--- src/rtl/router_pkg.sv ---
// Shared types and header-field helpers for the router receive path.
package router_pkg;

    localparam int unsigned BYTE_W   = 8;
    localparam int unsigned DEST_W   = 2;
    localparam int unsigned LEN_W    = 6;
    localparam int unsigned DEST_MSB = 7;
    localparam int unsigned LEN_MSB  = 5;

    typedef enum logic [1:0] {
        IDLE    = 2'd0,
        HEADER  = 2'd1,
        FORWARD = 2'd2
    } rx_state_t;

    function automatic logic [DEST_W-1:0] hdr_dest(input logic [BYTE_W-1:0] hdr);
        return hdr[DEST_MSB -: DEST_W];
    endfunction

    function automatic logic [LEN_W-1:0] hdr_len(input logic [BYTE_W-1:0] hdr);
        return hdr[LEN_MSB -: LEN_W];
    endfunction

endpackage

--- src/rtl/router_rx_fifo.sv ---
// Synchronous show-ahead FIFO; the caller guarantees no push when full without pop, and no pop when empty.
module router_rx_fifo #(
    parameter int unsigned DEPTH = 16,
    parameter int unsigned WIDTH = 8,
    localparam int unsigned AW   = $clog2(DEPTH),
    localparam int unsigned CW   = AW + 1
) (
    input  logic             clk,
    input  logic             reset,
    input  logic             push,
    input  logic [WIDTH-1:0] wdata,
    input  logic             pop,
    output logic [WIDTH-1:0] head,
    output logic             full,
    output logic             empty,
    output logic [CW-1:0]    count
);

    logic [WIDTH-1:0] mem [DEPTH];
    logic [AW-1:0]    wr_ptr;
    logic [AW-1:0]    rd_ptr;
    logic [CW-1:0]    count_next;

    assign count_next = count + CW'(push) - CW'(pop);
    assign head       = mem[rd_ptr];

    // Pointers wrap naturally because DEPTH is a power of two.
    always_ff @(posedge clk) begin
        if (reset) begin
            wr_ptr <= '0;
            rd_ptr <= '0;
            count  <= '0;
            full   <= 1'b0;
            empty  <= 1'b1;
        end else begin
            if (push) wr_ptr <= wr_ptr + AW'(1);
            if (pop)  rd_ptr <= rd_ptr + AW'(1);
            count <= count_next;
            full  <= (count_next == CW'(DEPTH));
            empty <= (count_next == '0);
        end
    end

    always_ff @(posedge clk) begin
        if (push) mem[wr_ptr] <= wdata;
    end

endmodule

--- src/rtl/router_rx_buffer.sv ---
// Receive buffer: captures DataPort bytes, parses headers and replays packets over valid/accept.
// Optional drop counter port ovf_count is built when RXBUF_OVF_COUNT_EN is defined.
module router_rx_buffer
    import router_pkg::*;
#(
    parameter int unsigned DEPTH = 16
) (
    input  logic              clk,
    input  logic              reset,
    input  logic [BYTE_W-1:0] port_data,
    input  logic              port_ready,
    output logic [BYTE_W-1:0] fwd_data,
    output logic              fwd_valid,
    output logic              fwd_sop,
    output logic              fwd_eop,
    output logic [DEST_W-1:0] fwd_dest,
    input  logic              fwd_accept,
    output logic              rx_full,
    output logic              rx_empty,
    output logic              overflow
`ifdef RXBUF_OVF_COUNT_EN
    ,
    output logic [7:0]        ovf_count
`endif
);

    localparam int unsigned CW = $clog2(DEPTH) + 1;

    rx_state_t         state, state_next;
    logic [LEN_W-1:0]  remain, remain_next;
    logic [DEST_W-1:0] dest_q, dest_next;
    logic              in_valid;
    logic [BYTE_W-1:0] in_data;
    logic [BYTE_W-1:0] head;
    logic [CW-1:0]     fifo_count;
    logic              fifo_empty;
    logic              at_cap, push, pop, drop;

    // Input capture stage isolates the unthrottled port bus from FIFO control.
    always_ff @(posedge clk) begin
        if (reset) begin
            in_valid <= 1'b0;
            in_data  <= '0;
        end else begin
            in_valid <= port_ready;
            in_data  <= port_data;
        end
    end

    assign at_cap = (fifo_count == CW'(DEPTH));
    assign pop    = fwd_valid & fwd_accept;
    assign push   = in_valid & (~at_cap | pop);
    assign drop   = in_valid & at_cap & ~pop;

    router_rx_fifo #(.DEPTH(DEPTH), .WIDTH(BYTE_W)) u_fifo (
        .clk   (clk),
        .reset (reset),
        .push  (push),
        .wdata (in_data),
        .pop   (pop),
        .head  (head),
        .full  (rx_full),
        .empty (fifo_empty),
        .count (fifo_count)
    );

    assign rx_empty = fifo_empty;

    always_ff @(posedge clk) begin
        if (reset) begin
            state  <= IDLE;
            remain <= '0;
            dest_q <= '0;
        end else begin
            state  <= state_next;
            remain <= remain_next;
            dest_q <= dest_next;
        end
    end

    always_comb begin
        state_next  = state;
        remain_next = remain;
        dest_next   = dest_q;
        fwd_valid   = 1'b0;
        fwd_sop     = 1'b0;
        fwd_eop     = 1'b0;
        unique case (state)
            IDLE: begin
                if (!fifo_empty) begin
                    dest_next   = hdr_dest(head);
                    remain_next = hdr_len(head);
                    state_next  = HEADER;
                end
            end
            HEADER: begin
                fwd_valid = 1'b1;
                fwd_sop   = 1'b1;
                fwd_eop   = (remain == '0);
                if (fwd_accept) state_next = (remain == '0) ? IDLE : FORWARD;
            end
            FORWARD: begin
                fwd_valid = ~fifo_empty;
                fwd_eop   = ~fifo_empty & (remain == LEN_W'(1));
                if (!fifo_empty && fwd_accept) begin
                    remain_next = remain - LEN_W'(1);
                    if (remain == LEN_W'(1)) state_next = IDLE;
                end
            end
            default: state_next = IDLE;
        endcase
    end

    assign fwd_data = fwd_valid ? head : '0;
    assign fwd_dest = (state == IDLE) ? '0 : dest_q;

    // Sticky drop flag; cleared only by reset.
    always_ff @(posedge clk) begin
        if (reset)     overflow <= 1'b0;
        else if (drop) overflow <= 1'b1;
    end

`ifdef RXBUF_OVF_COUNT_EN
    always_ff @(posedge clk) begin
        if (reset)                            ovf_count <= '0;
        else if (drop && ovf_count != 8'hFF)  ovf_count <= ovf_count + 8'd1;
    end
`endif

endmodule
--- config.mk ---
export PLATFORM = sky130hd
export DESIGN_NAME = router_rx_buffer
export DESIGN_NICKNAME = d
export VERILOG_FILES = /design/src/rtl/router_pkg.sv /design/src/rtl/router_rx_fifo.sv /design/src/rtl/router_rx_buffer.sv
export SDC_FILE = /design/constraint.sdc
export NUM_CORES = 1
export LEC_CHECK = 0
export BUFFER_PORTS_ARGS = -buffer_cell sky130_fd_sc_hd__buf_2
export CAP_MARGIN = 20
export CELL_PAD_IN_SITES_DETAIL_PLACEMENT = 1
export CELL_PAD_IN_SITES_GLOBAL_PLACEMENT = 2
export CORE_ASPECT_RATIO = 0.7
export CORE_UTILIZATION = 49
export DETAILED_ROUTE_END_ITERATION = 8
export GPL_ROUTABILITY_DRIVEN = 0
export PLACE_DENSITY_LB_ADDON = 0.1
export SYNTH_ARGS = -nofsm -noshare
export SYNTH_HDL_FRONTEND = slang
export SYNTH_SLANG_ARGS = --single-unit
export TNS_END_PERCENT = 1
--- constraint.sdc ---
create_clock -name clk -period 5.76 [get_ports clk]
set_clock_uncertainty 0.1 [all_clocks]
set_input_delay 0.864 -clock clk [delete_from_list [all_inputs] [get_ports clk]]
set_output_delay 0.864 -clock clk [all_outputs]
set_load 0.005 [all_outputs]
---- Word level (Yosys, flattened, before mapping) ----
Memory sizes are Yosys's and may differ from the RTL's. A register that Yosys moved wholly into a read port is not among the register bits.
Cells that the tools add are included.
word-level totals
  bits in registers ....................... 35
  bits in writable memories ............... 128
  bits of input ports ..................... 12
  output and inout bits ................... 16
  memories ................................ 1
memory list
  memory      depth  bits a word  rd ports  clocked after Yosys merged registers in  wr ports  RTL line              source
  u_fifo.mem  16     8            1         1                                        1         router_rx_fifo.sv:19  logic [WIDTH-1:0] mem [DEPTH];
operators by class
  $add $sub $neg .......................... 5
  equal/unequal tests ..................... 9
  multiplexer cells ....................... 18
  bitwise operators ....................... 9
  reductions and logical operators ........ 9
operator list
  operator                                                            number
  2-bit 2-to-1 mux                                                    6
  6-bit 2-to-1 mux                                                    2
  6-bit one-hot mux with 2 select lines                               1
  5-bit == test, second input constant                                2
  4-bit by 1-bit adder with 4-bit output, second input constant       2
  4-bit 2-to-1 mux                                                    2
  8-bit 2-to-1 mux                                                    1
  2-bit != test, second input constant                                4
  6-bit by 1-bit == test with 1-bit output, second input constant     1
  6-bit zero test                                                     1
  2-bit one-hot mux with 3 select lines                               1
  6-bit by 1-bit subtractor with 6-bit output, second input constant  1
  5-bit by 1-bit adder with 5-bit output                              1
  1-bit AND                                                           5
  5-bit zero test                                                     1
  5-bit by 1-bit subtractor with 5-bit output                         1
  1-bit one-hot mux with 2 select lines                               2
  4-bit AND reduction                                                 1
  1-bit 2-to-1 mux                                                    3
  1-bit inverter                                                      3
  3-bit AND reduction                                                 1
  2-bit by 1-bit == test with 1-bit output, second input constant     1
  2-bit == test, second input constant                                1
  2-bit zero test                                                     1
  other kinds (5)                                                     5

---- Longest topological paths before layout ----
Gate-level depths: netlist of the first run.
  word-level depth ........................ 8
  mapped depth ............................ 14
  depth with buffers taken out ............ 14

---- Cells and area by module ----
Synthesis of the first run repeated with hierarchy kept, for this count alone.
second synthesis, totals
  cell total of the unflattened synthesis .. 427
  area total of the unflattened synthesis .. 6909.1 um^2
by module, submodules not included
  module            times used  cells an instance  area each (um^2)  sequential area each (um^2)
  router_rx_fifo    1           301                5821.8            4224.1
  router_rx_buffer  1           126                1087.3            400.4

---- Worst setup path before layout of the first run ----
No wires, ideal clock.
  kind .................................... register to register
  from .................................... register state[0]
  to ...................................... register u_fifo.empty
  setup time .............................. 0.070 ns
  arrival time ............................ 2.553 ns
  data required time ...................... 5.590 ns
  setup slack ............................. 3.037 ns
  cell stages (with the launch flop) ...... 15
  cells stage by stage .................... dfxtp_1 > inv_1 > ha_1 > nor2b_1 > o211ai_2 > inv_2 > ha_1 > inv_1 > ha_1 > fa_1 > a21oi_1 > o21bai_1 > xnor2_1 > nor2_1 > a21oi_1
on the way
  word-level cells in the longest chain between the ends .. 8
  elaborated cells between the ends (all ways) .. 9
  those cells by class .................... add/sub: 2; eq/ne: 2; mux: 1; bitwise: 3; reduce/logical: 1
RTL lines
  item                                                                              RTL line                source
  from (decl)                                                                       router_rx_buffer.sv:29  rx_state_t state, state_next;
  from (signal assigned)                                                            router_rx_buffer.sv:75  state <= state_next;
  2-bit == test / 2-bit by 1-bit == test with 1-bit output (equally long branches)  router_rx_buffer.sv:88  unique case (state)
  1-bit one-hot mux with 2 select lines *                                           router_rx_buffer.sv:88
  1-bit AND *                                                                       router_rx_buffer.sv:51  assign pop = fwd_valid & fwd_accept;
  net pop                                                                           router_rx_buffer.sv:37  logic at_cap, push, pop, drop;
  1-bit OR                                                                          router_rx_buffer.sv:52  assign push = in_valid & (~at_cap | pop);
  1-bit AND                                                                         router_rx_buffer.sv:52
  5-bit by 1-bit adder with 5-bit output                                            router_rx_fifo.sv:24    assign count_next = count + CW'(push) - CW'(pop);
  5-bit by 1-bit subtractor with 5-bit output *                                     router_rx_fifo.sv:24
  5-bit zero test *                                                                 router_rx_fifo.sv:40    empty <= (count_next == '0);
  to (signal assigned)                                                              router_rx_fifo.sv:40
  to (decl)                                                                         router_rx_fifo.sv:15    output logic empty,
Mark *: on every way through the listed nets, which the timed path passes. The rest lies on a longest branch.
A chain may end at the register's enable or synchronous reset.

==> flow_metrics.env, run 1 <==
export IMPL_port_buffers=27
export IMPL_antenna_found_initial=0
export IMPL_combPwrFrac=0.183
export IMPL_clockBufferDepth=2
export IMPL_dp_hpwl_mm=10.1
export IMPL_p_int_mw=2.22
export IMPL_grt_pass1_vias=3959
export IMPL_fin_hold_ws_ns=0.384
export IMPL_clock_sinks=167
export IMPL_powerDensity_nw_per_um2=406
export IMPL_drt_wl_total_mm=15.2
export IMPL_netlist_area_sq_um=6770
export IMPL_required_ns=4.80
export IMPL_p_total_mw=3.11
export IMPL_grt_pass1_wl_mm=23.5
export IMPL_synth_most_common_cell="edfxtp_1"
export IMPL_drive_above_1_share=0.222
export IMPL_grt_use_total=0.236
export IMPL_synth_warnings=0
export IMPL_ir_drop_mv=0.255
export IMPL_dp_cells=617
export IMPL_cts_tree="yes"
export IMPL_start_util=0.508
export IMPL_critical_path_endpoint="fwd_data[2]"
export IMPL_fin_cells=649
export IMPL_fin_nets=481
export IMPL_ctsResizeCount=0
export IMPL_end_kind="output port"
export IMPL_coreArea_sq_um=13300
export IMPL_setup_viol=0
export IMPL_max_freq_ghz=0.259
export IMPL_cp_arrival_ns=2.90
export IMPL_yosys_area_top_type="edfxtp_1"
export IMPL_hp_class="reg -> reg"
export IMPL_ioPinCount=28
export IMPL_path_cells="buf_4 -> mux4_2 -> mux2_2 -> a21oi_1 -> nor2_1 -> buf_2"
export IMPL_insertion_delay_ns=0.43
export IMPL_gr_total_overflow=0
export IMPL_synth_common_cells="128 x edfxtp_1, 44 x nor2_1, 39 x dfxtp_1"
export IMPL_leakage_nw=2.63
export IMPL_seqPwrFrac=0.464
export IMPL_switching_share=0.286
export IMPL_grt_max_degree=35
export IMPL_vias_per_cell=5.76
export IMPL_synthesis_nets=448
export IMPL_max_stage_delay_ns=0.72
export IMPL_rsz0062_at_grt="no"
export IMPL_n_antenna_cell=0
export IMPL_firstDrtPassIters=5
export IMPL_worstSetupPathType="reg -> out"
export IMPL_synth_edf_count=128
export IMPL_start_kind="flop"
export IMPL_synth_top_cell_area_share=0.568
export IMPL_yosysSeqAreaShare=0.683
export IMPL_status="finished, final reports clean"
export IMPL_area_growth_pct=13.1
export IMPL_reg2reg_to="u_fifo.mem[4][4]"
export IMPL_ys_flop_type="edfxtp_1"
export IMPL_tightest_slew_ns=1.10
export IMPL_cp_slowest_cell="dfxtp_2"
export IMPL_cts_buffers=17
export IMPL_num_rows=35
export IMPL_antenna_left=0
export IMPL_cts_hold_buffers_added=0
export IMPL_cts_root_buf="clkbuf_16"
export IMPL_finalHoldViolations=0
export IMPL_ys_seq_elements=167
export IMPL_path_max_fanout=17
export IMPL_avgSynthCellArea_sq_um=16.2
export IMPL_post_route_period_util=0.670
export IMPL_drc=0
export IMPL_htreeDepth=4
export IMPL_drtIter0Drc=192
export IMPL_clkPwrFrac=0.354
export IMPL_die_x_um=142
export IMPL_wl_per_cell_um=23.4
export IMPL_use_met3=0.0582
export IMPL_synth_distinct_cells=49
export IMPL_reg2reg_slack_ns=2.47
export IMPL_drv_slew=0
export IMPL_net_switching_power_uw=889
export IMPL_fin_crit_ns=3.86
export IMPL_grt_use_met2=0.362
export IMPL_cap_violations=0
export IMPL_die_height_um=100
export IMPL_synthArstFlopShare=0
export IMPL_dieArea_sq_um=14300
export IMPL_vias=3736
export IMPL_dp_slack_ns=2.28
export IMPL_yosys_top_cells_area="edfxtp_1 57%, dfxtp_1 12%, mux4_2 10%"
export IMPL_fin_setup_tns_ns=0
export IMPL_r2r_start="state[0]"
export IMPL_syn_instance_count=418
export IMPL_busiest_layer="met2"
export IMPL_setup_slack_ns=1.90
export IMPL_cts_setup_buffers=0
export IMPL_grt_use_met1=0.332
export IMPL_path_clk_slew_ns=0.07
export IMPL_fillers=1262
export IMPL_slew_headroom=0.263
export IMPL_ff2ff_path_depth=7
## placed cells by master, fill, tap and decap left out, drive strengths merged, types with 2 or more instances in the layout
cell / count
mux2i: 7
o21ai: 10
nor3: 7
nor2b: 15
nand2b: 2
and3: 3
a31oi: 3
buf: 30
nand3: 4
a221oi: 6
ha: 17
edfxtp: 128
mux4: 32
nand2: 10
clkinv: 2
a22o: 9
nor2: 44
mux2: 2
clkinvlp: 4
and2: 3
xor2: 4
xnor2: 6
a21oi: 12
inv: 25
a21boi: 2
clkbuf: 18
dfxtp: 39
o211a: 2
o211ai: 3
or3: 3
## worst max-delay path: cells and delay by family (launching register included)
kind | cells | cell delay, ns
mux | 2 | 0.83
buf+inv | 2 | 0.59
compound gates | 1 | 0.25
simple gates | 1 | 0.07
flops | 1 | 0.72
## worst min-delay path by stage
stage                         from       end  depth (start not counted)
after floorplan           overflow  overflow                          2
after global placement    overflow  overflow                          2
after detailed placement  overflow  overflow                          2
after CTS                 overflow  overflow                          2
after global routing      overflow  overflow                          2
final                     overflow  overflow                          2
## power by group through the flow
| stage | sequential, mW | clock, mW | combinational [mW] |
|---|---|---|---|
| 2_1_floorplan | 1.43 | 0 | 0.438 |
| 3_3_place_gp | 1.46 | 0 | 0.554 |
| 3_5_place_dp | 1.47 | 0 | 0.565 |
| 4_1_cts | 1.44 | 1.12 | 0.571 |
| 5_1_grt | 1.45 | 1.15 | 0.635 |
| 6_report | 1.44 | 1.10 | 0.568 |
## flip-flops by register name, summed over array words and instances (netlist names), 2 cells and up, named ones only
register and cells:
dest_q 2, in_data 8, remain 6, state 2, u_fifo.count 5, u_fifo.mem 128
u_fifo.rd_ptr 4, u_fifo.wr_ptr 4
## per-stage QoR
step / area (sq um) / util
floorplan: 6770 / -
global placement: 7090 / 0.532
detailed placement: 7090 / 0.532
CTS: 7650 / 0.575
global route: 7650 / 0.575
finish: 7650 / 0.575
## cells by family (layout without fill, tap and decap cells)
logic type | count (synthesis) | count (layout) | share of synthesized area
buf+inv | 34 | 80 | 0.0222
mux | 41 | 41 | 0.121
compound gates | 53 | 53 | 0.0595
xor+xnor | 10 | 10 | 0.0129
flops | 167 | 167 | 0.683
fa+ha+maj | 18 | 18 | 0.0344
simple gates | 95 | 95 | 0.0664
## layout make-up
| type | instances | area (sq um) | area share |
|---|---|---|---|
| Clock buffer | 18 | 429 | 0.0561 |
| Clock inverter | 14 | 139 | 0.0181 |
| Inverter | 18 | 67.6 | 0.00883 |
| Multi-Input combinational cell | 217 | 2000 | 0.262 |
| Sequential cell | 167 | 4630 | 0.604 |
| Tap cell | 185 | 231 | 0.0302 |
| Timing Repair Buffer | 30 | 158 | 0.0206 |
## per-layer routing
metal | wire [um] | part of all wire
met1 | 7110 | 0.47
met2 | 7090 | 0.47
met3 | 750 | 0.049
met4 | 253 | 0.017
met5 | 0 | 0
(Power assumes the default switching activity.)
==> inputs of run 2 (changes only) <==
CORE_UTILIZATION = 41   (was 49)
clock period = 3.2 ns   (was 5.76 ns; I/O delays follow)
==> run 2 against run 1 <==
  * Design area increased by 2.7%
  * Largest power group unchanged
  * Largest cell class unchanged
  * Register-to-register slack got worse by 2.2 ns
  * Flip-flop and latch count unchanged
  * Sequential power increased by 79%
  * Core utilization decreased by 7.9 points
  * Die area increased by 19%
  * Critical endpoint is now fwd_data[3]
  * Power increased by 81%
  * Clock power increased by 79%
  * Count of clock-buffer cells in the layout increased by 1
==> flow_metrics.env, run 2 (same netlist as run 1, synthesis figures left out) <==
export IMPL_setup_viol=0
export IMPL_fin_nets=500
export IMPL_grt_use_total=0.196
export IMPL_dp_hpwl_mm=10.4
export IMPL_end_kind="output port"
export IMPL_fin_crit_ns=3.05
export IMPL_vias_per_cell=5.27
export IMPL_port_buffers=27
export IMPL_fillers=1529
export IMPL_finalHoldViolations=0
export IMPL_r2r_start="state[0]"
export IMPL_cts_buffers=17
export IMPL_antenna_left=0
export IMPL_drv_slew=0
export IMPL_clock_sinks=167
export IMPL_worstSetupPathType="reg -> out"
export IMPL_grt_pass1_vias=3859
export IMPL_largest_register="u_fifo.mem"
export IMPL_area_growth_pct=16.1
export IMPL_insertion_delay_ns=0.43
export IMPL_drt_wl_total_mm=15.0
export IMPL_ir_drop_mv=0.387
export IMPL_dieArea_sq_um=17000
export IMPL_start_kind="flop"
export IMPL_ff2ff_path_depth=14
export IMPL_die_x_um=156
export IMPL_powerDensity_nw_per_um2=714
export IMPL_path_max_fanout=19
export IMPL_path_clk_slew_ns=0.07
export IMPL_layout_commonest_cell="edfxtp_1"
export IMPL_min_to="in_data[0]"
export IMPL_firstDrtPassIters=4
export IMPL_fin_setup_tns_ns=0
export IMPL_drc=0
export IMPL_cts_setup_buffers=0
export IMPL_drive_above_1_share=0.242
export IMPL_reg2reg_slack_ns=0.30
export IMPL_cp_arrival_ns=2.47
export IMPL_grt_max_degree=24
export IMPL_post_route_period_util=0.953
export IMPL_vias=3702
export IMPL_hp_class="in -> reg"
export IMPL_status="finished, final reports clean"
export IMPL_reg_top3="u_fifo.mem x128, in_data x8, remain x6"
export IMPL_rsz0062_at_grt="no"
export IMPL_tightest_slew_ns=0.879
export IMPL_slew_headroom=0.412
export IMPL_gr_total_overflow=0
export IMPL_n_antenna_cell=0
export IMPL_wl_per_cell_um=21.4
export IMPL_ioPinCount=28
export IMPL_max_freq_ghz=0.328
export IMPL_start_util=0.427
export IMPL_coreArea_sq_um=15800
export IMPL_htreeDepth=4
export IMPL_min_delay_start="port_data[0]"
export IMPL_clockBufferDepth=2
export IMPL_num_rows=38
export IMPL_reg2reg_to="u_fifo.empty"
export IMPL_cts_tree="yes"
export IMPL_drtIter0Drc=225
export IMPL_cts_root_buf="clkbuf_16"
export IMPL_die_height_um=109
export IMPL_utilization=0.496
export IMPL_cap_violations=0
export IMPL_worstHoldPathCells=2
export IMPL_most_common_layout_cells="128 x edfxtp_1, 44 x nor2_1, 38 x dfxtp_1, 30 x mux4_2, 27 x buf_2"
export IMPL_grt_pass1_wl_mm=23.4
export IMPL_antenna_found_initial=0
export IMPL_required_ns=2.62
export IMPL_largest_reg_flops=128
export IMPL_leakage_nw=2.71
[run 2: area by class of cell]
cell class,count,area (sq um),area share
Sequential cell,167,4630,0.589
Multi-Input combinational cell,217,2000,0.254
Clock buffer,19,433,0.0551
Timing Repair Buffer,49,325,0.0414
Tap cell,220,275,0.0350
Clock inverter,13,133,0.0169
Inverter,18,67.6,0.00860
[run 2: how the worst max path moves through the flow]
stage	to	slack, ns	cells after the start
floorplan	u_fifo.empty	0.48	14
CTS	fwd_data[3]	0.09	6
global placement	u_fifo.empty	0.43	14
detailed placement	u_fifo.empty	0.29	14
finish	fwd_data[3]	0.15	6
global route	u_fifo.empty	0.004	14
[run 2: worst max-delay path, stage by stage, from the launching register on]
cell      delay, ns
dfxtp_4        0.45
buf_12         0.23
buf_4          0.20
mux4_2         0.52
a221oi_2       0.40
nor2_1         0.07
buf_2          0.15
[run 2: through the flow]
stage	hold slack (ns)	cells	cell area [sq um]	total power, mW	setup slack, ns
after global routing	0.154	703	7860	5.90	0.00435
final	0.162	703	7860	5.61	0.149
after global placement	0.365	671	7290	3.67	0.431
after floorplan	0.361	418	6770	3.36	0.477
after detailed placement	0.353	671	7290	3.69	0.288
after CTS	0.141	703	7860	5.66	0.0907
[run 2: where the power goes]
part           switching, mW  internal [mW]  total, mW  leakage (nW)
Clock                  0.825           1.14       1.97         0.248
Combinational          0.590          0.477       1.07         0.968
Sequential             0.129           2.45       2.58          1.49
Total                   1.54           4.07       5.61          2.71
[run 2: timing repair]
action,4_1_cts,5_1_grt
endpoints found under the hold margin,0,0
setup endpoints to repair,1,1
gates resized for setup,1,1
hold buffers,0,0
pin swaps,0,2
[run 2: per-layer routing]
layer / share of wire / routed length [um] / track usage
met5: 0 / 0 / 0
met2: 0.43 / 6510 / 0.282
met1: 0.51 / 7650 / 0.293
met3: 0.049 / 743 / 0.0469
met4: 0.0082 / 123 / 0.0588
